[src/rtl/game_timer.sv]
// game_timer: prescaled game clock with whack capture and threshold / terminal-count edge pulses.
// Define GAME_TIMER_LAP_EN for lap capture (count keeps running); by default the first whack freezes the count.
module game_timer #(
  parameter int CNT_W     = 10,
  parameter int TICK_DIV  = 500000,
  parameter int MAX_COUNT = 999,
  parameter int N_THR     = 4,
  parameter int WRAP      = 0
) (
  input  logic                   i_clk,
  input  logic                   i_reset_n,
  input  logic                   i_restart,
  input  logic                   i_pause,
  input  logic                   i_whack,
  input  logic [N_THR*CNT_W-1:0] i_thr,
  output logic [CNT_W-1:0]       o_display_timer,
  output logic [CNT_W-1:0]       o_timer_stop,
  output logic                   o_stop_valid,
  output logic [N_THR-1:0]       o_thr_edge,
  output logic                   o_max_edge
);

  localparam int                 PW         = (TICK_DIV > 1) ? $clog2(TICK_DIV) : 1;
  localparam logic [PW-1:0]      PRESC_LAST = PW'(TICK_DIV - 1);
  localparam logic [CNT_W-1:0]   CNT_MAX    = CNT_W'(MAX_COUNT);
`ifdef GAME_TIMER_LAP_EN
  localparam bit                 LAP_EN     = 1'b1;
`else
  localparam bit                 LAP_EN     = 1'b0;
`endif

  typedef enum logic [1:0] {S_RUN, S_PAUSED, S_FROZEN, S_DONE} state_t;

  state_t           r_state;
  logic [PW-1:0]    r_presc;
  logic [CNT_W-1:0] r_count;
  logic [CNT_W-1:0] r_timer_stop;
  logic             r_stop_valid;
  logic [N_THR-1:0] r_thr_eq;
  logic [N_THR-1:0] r_thr_edge;
  logic             r_max_eq;
  logic             r_max_edge;

  logic             w_active;
  logic             w_tick;
  logic             w_cap;
  logic [N_THR-1:0] w_thr_eq;
  logic             w_max_eq;

  // Pause is a level: counting resumes in the same cycle pause drops.
  assign w_active = (r_state == S_RUN) || (r_state == S_PAUSED);
  assign w_tick   = w_active && !i_pause && (r_presc == PRESC_LAST);
  assign w_cap    = w_active && i_whack;

  always_comb begin
    w_thr_eq = '0;
    for (int i = 0; i < N_THR; i++) begin
      w_thr_eq[i] = (r_count == i_thr[i*CNT_W +: CNT_W]);
    end
  end

  assign w_max_eq = (r_count == CNT_MAX);

  always_ff @(posedge i_clk or negedge i_reset_n) begin
    if (!i_reset_n) begin
      r_state      <= S_RUN;
      r_presc      <= '0;
      r_count      <= '0;
      r_timer_stop <= '0;
      r_stop_valid <= 1'b0;
    end else if (i_restart) begin
      r_state      <= S_RUN;
      r_presc      <= '0;
      r_count      <= '0;
      r_stop_valid <= 1'b0;
    end else begin
      r_stop_valid <= w_cap;
      if (w_cap) begin
        r_timer_stop <= r_count;
      end
      // A freezing capture also swallows a coincident tick.
      if (w_cap && !LAP_EN) begin
        r_state <= S_FROZEN;
      end else if (w_active) begin
        if (!i_pause) begin
          r_presc <= w_tick ? '0 : r_presc + 1'b1;
        end
        if (w_tick && (r_count == CNT_MAX) && (WRAP == 0)) begin
          r_state <= S_DONE;
        end else begin
          r_state <= i_pause ? S_PAUSED : S_RUN;
        end
        if (w_tick) begin
          if (r_count != CNT_MAX) begin
            r_count <= r_count + 1'b1;
          end else if (WRAP != 0) begin
            r_count <= '0;
          end
        end
      end
    end
  end

  always_ff @(posedge i_clk or negedge i_reset_n) begin
    if (!i_reset_n) begin
      r_thr_eq   <= '0;
      r_thr_edge <= '0;
      r_max_eq   <= 1'b0;
      r_max_edge <= 1'b0;
    end else begin
      r_thr_eq   <= w_thr_eq;
      r_thr_edge <= w_thr_eq & ~r_thr_eq;
      r_max_eq   <= w_max_eq;
      r_max_edge <= w_max_eq & ~r_max_eq;
    end
  end

  assign o_display_timer = r_count;
  assign o_timer_stop    = r_timer_stop;
  assign o_stop_valid    = r_stop_valid;
  assign o_thr_edge      = r_thr_edge;
  assign o_max_edge      = r_max_edge;

endmodule
[config.mk]
export PLATFORM = sky130hd
export DESIGN_NAME = game_timer
export DESIGN_NICKNAME = d
export VERILOG_FILES = /design/src/rtl/game_timer.sv
export SDC_FILE = /design/constraint.sdc
export NUM_CORES = 1
export LEC_CHECK = 0
export ABC_AREA = 1
export CORE_ASPECT_RATIO = 1.5
export CORE_MARGIN = 1
export CORE_UTILIZATION = 54
export DETAILED_ROUTE_END_ITERATION = 10
export PLACE_DENSITY = 0.86
export SLEW_MARGIN = 20
export SYNTH_ARGS = -nofsm -noshare
export SYNTH_HDL_FRONTEND = slang
export SYNTH_SLANG_ARGS = --single-unit
export TNS_END_PERCENT = 30
[constraint.sdc]
create_clock -name i_clk -period 3.62 [get_ports i_clk]
set_clock_uncertainty 0.05 [all_clocks]
set_input_delay 0.724 -clock i_clk [delete_from_list [all_inputs] [get_ports i_clk]]
set_output_delay 0.724 -clock i_clk [all_outputs]
set_load 0.05 [all_outputs]
* After elaboration in Yosys (flattened, before gate mapping) *
Cells that the tools add are included.

operators by class
  add/subtract/negate cells = 2
  multipliers = 0
  div/mod/pow operators = 0
  $lt $le $gt $ge = 0
  eq/ne operators = 10
  shift operators = 0
  mux-type cells = 16
  bitwise gates (word level) = 5
  reduce and logical (&&, ||, !) cells = 14

operators by type and width
  kind                   number
  $mux 19                5
  $mux 10                5
  $eq 10x10->1           4
  $add 19x1->19 const B  1
  $eq 19x19->1 const B   1
  $add 10x1->10 const B  1
  $eq 10x10->1 const B   1
  $ne 10x10->1 const B   1
  $mux 2                 4
  $reduce_bool 2->1      3
  $and 4x4->4            1
  $logic_and 1x1->1      4
  $ne 2x2->1 const B     2
  $not 4->4              1
  $reduce_and 4->1       1
  $reduce_and 3->1       1
  $reduce_bool 3->1      1
  $eq 2x1->1 const B     1
  $logic_not 2->1        1
  $mux 1                 2
  $not 1->1              2
  $reduce_and 2->1       1
  $and 1x1->1            1
  $logic_not 1->1        1
  $logic_or 1x1->1       1

storage, ports and cells
  flip-flop bits (word level) = 52
  latch bits = 0
  RAM bits = 0
  memory bits (read-only) = 0
  input port bits = 45
  output and inout bits = 26
  memories = 0

* Longest topological paths before layout *
Gate-level depths: netlist (run 1).

  depth in word-level cells = 9
  depth in mapped cells = 10
  gate-level depth less buffers = 10

* Least setup slack after synthesis (run 1) *
No wires, ideal clock.

  kind = register -> register
  start point = reg r_count[8], in the netlist o_display_timer[8]
  end point = reg r_count[4], in the netlist o_display_timer[4]
  arrival time = 1646 ps
  setup slack = 1858 ps
  stages on the path, launching flop included = 10
  cells stage by stage = dfrtp_1 -> buf_4 -> nand2_1 -> nor2_2 -> nand4_2 -> nand2_2 -> nor2_4 -> nor2_2 -> nand2_1 -> nand2_1

on the way
  longest elaborated chain between the ends = 3

RTL lines
  element                      line  text
  start, declared              36    logic [CNT_W-1:0] r_count;
  start signal, assigned       95    r_count <= r_count + 1'b1;
  $ne 10x10->1                 94    if (r_count != CNT_MAX) begin
  $reduce_bool 2->1 (no line)  -
  $reduce_and 4->1 (no line)   -

No other way between the ends.
A chain may end at the register's enable or synchronous reset.

* Final worst setup path (run 1) *
  start point = reg r_count[0], in the netlist o_display_timer[0]
  end point = out o_display_timer[0]

RTL lines
  element        line  text
  end, declared  16    output logic [CNT_W-1:0] o_display_timer,

No word-level cell between the ends.

==> results.yml, run 1 <==
status:
  run_status: "completed"
global_route:
  pin_count_of_the_biggest_net_entering_global_routing: 38
  track_usage_pct: 27.3
  grt_remaining_overflow: 0
  first_global_vias: 2761
  antenna_found_initial: 0
  global_route_wire_length_before_repair_um: 12500
worst_setup_path:
  cp_cell_sequence: "clkdlybuf4s50_1"
  worstRegToRegCells: 9
  critical_path_class: "reg2out"
  timing.critical_path.from: "o_display_timer[0]"
  path_depth: 1
  cpPeakStageDelay_ns: 0.90
  start_kind: "flip-flop"
  critical_path.reg2reg.startpoint: "o_display_timer[0]"
  cp.arrival_ns: 1.90
  timing.critical_path.slowest_stage_cell: "clkdlybuf4s50_1"
  worst-path-buf-inv: 1
  endpoint: "o_display_timer[0]"
  r2r_setup_slack_ns: 1.38
  r2r_end: "o_display_timer[5]"
  crit_family: "buffers and inverters"
  cp_max_fo: 11
  worst-endpoint-required_ns: 2.85
  worstSetupEndpointType: "primary output"
synthesis:
  most_frequent_cells_after_synthesis: "nand2_1 (84), dfrtp_1 (51), nor2_1 (47)"
  yosysTopAreaCell: "dfrtp_1"
  syn-num-nets: 427
  syn-cell-area_um2: 3020
  synth_cells: 380
  yosysUniqueCellTypes: 27
  synth_seq_area_share_pct: 42.3
  avgSynthCellArea_um2: 7.94
  ys_seq_elements: 51
  post-synth-top-count-cell: "nand2_1"
  ys_top_cells_by_area: "dfrtp_1 (42%), nand2_1 (10%), xnor2_1 (7.3%), xor2_1 (6.1%), nor2_1 (5.8%)"
  synth.yosys.warnings: 0
  synth_edf_count: 0
  synthArstFlopShare_pct: 100
  synth_largest_type_area_fraction_pct: 42.3
  dominantRegCellSynth: "dfrtp_1"
clocking:
  cts-root-buf: "clkbuf_8"
  numClockSinks: 51
  holdBufCountCts: 0
  number_of_clock_buffers_inserted_by_tritoncts: 5
  cts_tree: "built"
  post-cts-setup-buffer-count: 0
  ctsLongestPathBuffers: 2
  cts_htree_levels: 2
  post_cts_resize_count: 0
  clk_latency_ns: 0.31
  clk_pin_slew_worst_paths_ns: 0.10
detailed_routing:
  drc: 0
  firstDrtPassIters: 4
  initialDrtViolationCount: 180
  detail_route.wl_per_cell_um: 14.9
  via_count_of_the_routed_design: 2763
  routed_via_density: 5.38
  drt-total-wl_um: 7660
  drtAntennaViolNets: 0
placement:
  gp_congestion: 1.03
  placement.io_buffers: 70
  dpl_worst_slack_ns: 0.978
  hpwl_um: 5910
cells_and_area:
  drive_above_1_share_pct: 8.11
  nNetsFinal: 490
  antenna-diode-count: 0
  syn_to_final_growth_pct: 25.5
min_path:
  hp-class: "reg2reg"
timing:
  rsz0062_at_grt: "false"
  slew_headroom_pct: 45.0
  setup_slack_ns: 0.942
  hold_violations: 0
  timing.final.max_slew_violations: 0
  highest_clock_rate_mhz: 373
  worst-slew-pin-transition_ns: 0.824
  timing.setup.tns_ns: 0
  finalSetupViolCount: 0
  final_period_minus_worst_setup_slack_ns: 2.68
  layout_worst_path_cycle_share_pct: 74.0
die:
  design.die.area_um2: 5900
  initial_utilization_pct: 55.8
  io_pins: 71
  std_cell_rows: 33
  floorplan.core_area_um2: 5410
  chipWidth_um: 63.0
  die_h_um: 93.5
power:
  worst_ir_drop_vdd_mv: 0.171
  total_leakage_power_nw: 1.65
  total_power_mw: 1.02
  power.density_nw_per_um2: 270
run:
  maxCapViolCount: 0
## worst min-delay path by stage
stage	start	cells after the start	slack, ns	to
detailed placement	r_thr_eq[3]	1	0.34	o_thr_edge[3]
CTS	r_max_eq	1	0.36	o_max_edge
finish	r_max_eq	1	0.35	o_max_edge
global placement	r_max_eq	1	0.33	o_max_edge
floorplan	r_max_eq	1	0.33	o_max_edge
global route	r_max_eq	1	0.36	o_max_edge
## report_power, final
| group | switching, mW | internal [mW] | total [mW] | leakage [nW] |
|---|---|---|---|---|
| registers | 0.00174 | 0.572 | 0.573 | 0.710 |
| clock network | 0.198 | 0.137 | 0.335 | 0.0483 |
| logic | 0.0533 | 0.0607 | 0.114 | 0.887 |
## cell usage in the layout, fill, tap and decap left out
cell and instances:
nor2_2 5, nor3_1 16, nand3_2 1, ha_1 2, buf_4 1, nor3_2 1
nor2_1 47, xor2_1 21, nand2_2 5, nand4_1 24, inv_6 1, clkdlybuf4s50_1 69
and2_1 1, buf_2 1, nor2_4 2, nand3_1 17, a31oi_1 1, nand3b_1 2
o21ai_0 19, clkbuf_8 5, inv_1 24, o22ai_1 1, nand4_2 1, nand2_1 84
xnor2_1 25, clkinv_2 2, dfrtp_1 51, a21oi_1 4, inv_2 11
## kinds of logic after synthesis
group / Yosys count / synth area share, %
simple gates: 206 / 31.4
xor+xnor: 46 / 13.4
buf+inv: 50 / 7.92
compound gates: 25 / 4.23
fa+ha+maj: 2 / 0.829
flops: 51 / 42.3
## registers in the layout, summed over array words and instances (netlist names)
| register | flops |
|---|---|
| r_presc | 19 |
| o_display_timer | 10 |
| o_timer_stop | 10 |
| o_thr_edge | 4 |
| r_thr_eq | 4 |
| o_max_edge | 1 |
| o_stop_valid | 1 |
| r_max_eq | 1 |
| r_state | 1 |
## per-stage QoR
step / util [%] / std cells / hold slack (ns) / instance area (um2)
3_5_place_dp: 68.4 / 506 / 0.344 / 3700
5_1_grt: 70.0 / 514 / 0.365 / 3790
6_report: 70.0 / 514 / 0.352 / 3790
4_1_cts: 70.0 / 514 / 0.358 / 3790
2_1_floorplan: - / 380 / 0.328 / 3020
3_3_place_gp: 68.4 / 506 / 0.334 / 3700
## final cells by class
cell class / count / area, um2
well taps: 70 / 87.6
clock inverters: 3 / 18.8
multi-input cells: 279 / 1500
flip-flops and latches: 51 / 1280
inverters: 35 / 131
fillers: 429 / 1620
clock buffers: 5 / 68.8
repair buffers: 71 / 703
## worst reg2reg max path, stage by stage (launching register included)
cell and delay (ns):
dfrtp_1 0.69, ha_1 0.29, nand2_2 0.11, inv_2 0.12, nand4_2 0.18, nand2_2 0.13, nor2_4 0.08, nor2_2 0.35
nand2_1 0.11, nand2_1 0.08
## metal layers
layer | routed length (um) | part of all wire [%] | track usage (%) | vias to the layer above
met5 | 0 | 0 | 0 | -
met4 | 278 | 3.6 | 11.6 | 0
met3 | 318 | 4.2 | 4.27 | 25
met2 | 4210 | 55 | 52.2 | 104
met1 | 2860 | 37 | 29.0 | 1292
li1 | - | - | - | 1342
Power figures use the tool's default switching activity.
==> run 2, diff against run 1 <==
Settings changed: CORE_UTILIZATION 54 to 50, PLACE_DENSITY 0.86 to 0.8.
Clock period 3.62 ns to 2.6 ns, I/O delays scaled along.
==> results.yml, run 2 (same netlist as run 1, synthesis figures left out) <==
worst_setup_path:
  timing.critical_path.slowest_stage_cell: "clkdlybuf4s50_1"
  worstSetupEndpointType: "primary output"
  worst-path-buf-inv: 1
  worst-endpoint-required_ns: 2.03
  cp.arrival_ns: 1.84
  start_kind: "flip-flop"
  cp_max_fo: 9
  crit_family: "buffers and inverters"
  cpPeakStageDelay_ns: 0.90
  critical_path_class: "reg2out"
  cp_cell_sequence: "clkdlybuf4s50_1"
die:
  io_pins: 71
  floorplan.core_area_um2: 5830
  std_cell_rows: 34
  die_h_um: 97.1
  initial_utilization_pct: 51.8
  chipWidth_um: 65.4
  design.die.area_um2: 6350
detailed_routing:
  via_count_of_the_routed_design: 2789
  met2_length_um: 4370
  detailroute.wirelength.met3_um: 355
  detail_route.wl_per_cell_um: 15.1
  drt-total-wl_um: 7940
  wl_met1_um: 2800
  firstDrtPassIters: 4
  route.top_layer_used: "met4"
  drc: 0
  routed_via_density: 5.30
  drtAntennaViolNets: 0
  initialDrtViolationCount: 157
clocking:
  cts-root-buf: "clkbuf_8"
  cts_htree_levels: 2
  clk_latency_ns: 0.31
  post-cts-setup-buffer-count: 0
  clk_pin_slew_worst_paths_ns: 0.10
  numClockSinks: 51
  cts_tree: "built"
  holdBufCountCts: 0
  ctsLongestPathBuffers: 2
  post_cts_resize_count: 0
  number_of_clock_buffers_inserted_by_tritoncts: 5
timing:
  timing.final.max_slew_violations: 0
  layout_worst_path_cycle_share_pct: 92.9
  rsz0062_at_grt: "false"
  worst-slew-pin-transition_ns: 0.917
  slew_headroom_pct: 38.8
  finalSetupViolCount: 0
  timing.setup.tns_ns: 0
  hold_violations: 0
  final_period_minus_worst_setup_slack_ns: 2.41
  highest_clock_rate_mhz: 414
global_route:
  grt_remaining_overflow: 0
  pin_count_of_the_biggest_net_entering_global_routing: 43
  global_route_wire_length_before_repair_um: 13300
  antenna_found_initial: 0
  first_global_vias: 2897
  track_usage_pct: 27.4
status:
  run_status: "completed"
power:
  total_leakage_power_nw: 1.71
  worst_ir_drop_vdd_mv: 0.249
  power.density_nw_per_um2: 414
placement:
  gp_congestion: 0.986
  place_area_um2: 3780
  hpwl_um: 6300
  placement.io_buffers: 70
cells_and_area:
  largest_register_ffs: 19
  nNetsFinal: 500
  top_register: "r_presc"
  fill_cells: 482
  area_of_combinational_cells_with_multiple_inputs_um2: 1500
  final_cell_area_excluding_filler_cells_um2: 3910
  layout.area.seq_um2: 1280
  layout_commonest_cell: "nand2_1"
  drive_above_1_share_pct: 10.1
  syn_to_final_growth_pct: 29.7
  mostFrequentLayoutCells: "nand2_1 (84), clkdlybuf4s50_1 (69), dfrtp_1 (51)"
  antenna-diode-count: 0
run:
  maxCapViolCount: 0
min_path:
  hp-class: "in2async"
run 2: cell count changes in the layout (fill, tap and decap cells not counted):
cell / delta
buf_4: +10
clkinv_2: -2
clkinvlp_4: +1
bufinv_16: +2
inv_6: -1
run 2: stage by stage:
step,utilization (%),total power [mW],hold WS (ns),instances,worst slack [ns]
floorplan,-,0.872,0.174,380,0.838
finish,67.2,1.62,0.281,526,0.185
global route,67.2,1.68,0.359,526,0.156
CTS,67.2,1.63,0.314,526,0.191
detailed placement,64.8,0.979,0.354,518,0.423
global placement,64.8,0.975,0.338,518,0.497
run 2: power by group:
part	switching (mW)	total, mW	leakage, nW	internal, mW
clock network	0.274	0.657	0.0644	0.384
logic	0.0757	0.163	0.939	0.0877
registers	0.00268	0.799	0.710	0.796
total	0.352	1.62	1.71	1.27
run 2: cell type report:
cell class              instances  share of cell area [%]
clock buffers                   5                    1.76
clock inverters                 3                    1.73
inverters                      35                    3.36
multi-input cells             279                    38.4
flip-flops and latches         51                    32.6
well taps                      72                    2.30
repair buffers                 81                    19.9
run 2: final timing paths:
path / from / to / slack (ns) / cells after the start
worst max-delay path: o_display_timer[1] / o_display_timer[1] / 0.19 / 1
min in group i_clk: r_max_eq / o_max_edge / 0.36 / 1
worst min register to register: r_max_eq / o_max_edge / 0.36 / 1
worst max register to register: o_display_timer[1] / o_display_timer[6] / 0.48 / 9
worst min-delay path: i_reset_n / r_presc[10] / 0.28 / 1
max in group asynchronous: i_reset_n / o_thr_edge[2] / 1.57 / 2
run 2: routing by layer:
metal,vias to the layer above,track usage [%]
li1,1360,-
met1,1295,29.0
met2,102,49.6
met3,32,4.23
met4,0,14.9
met5,-,0
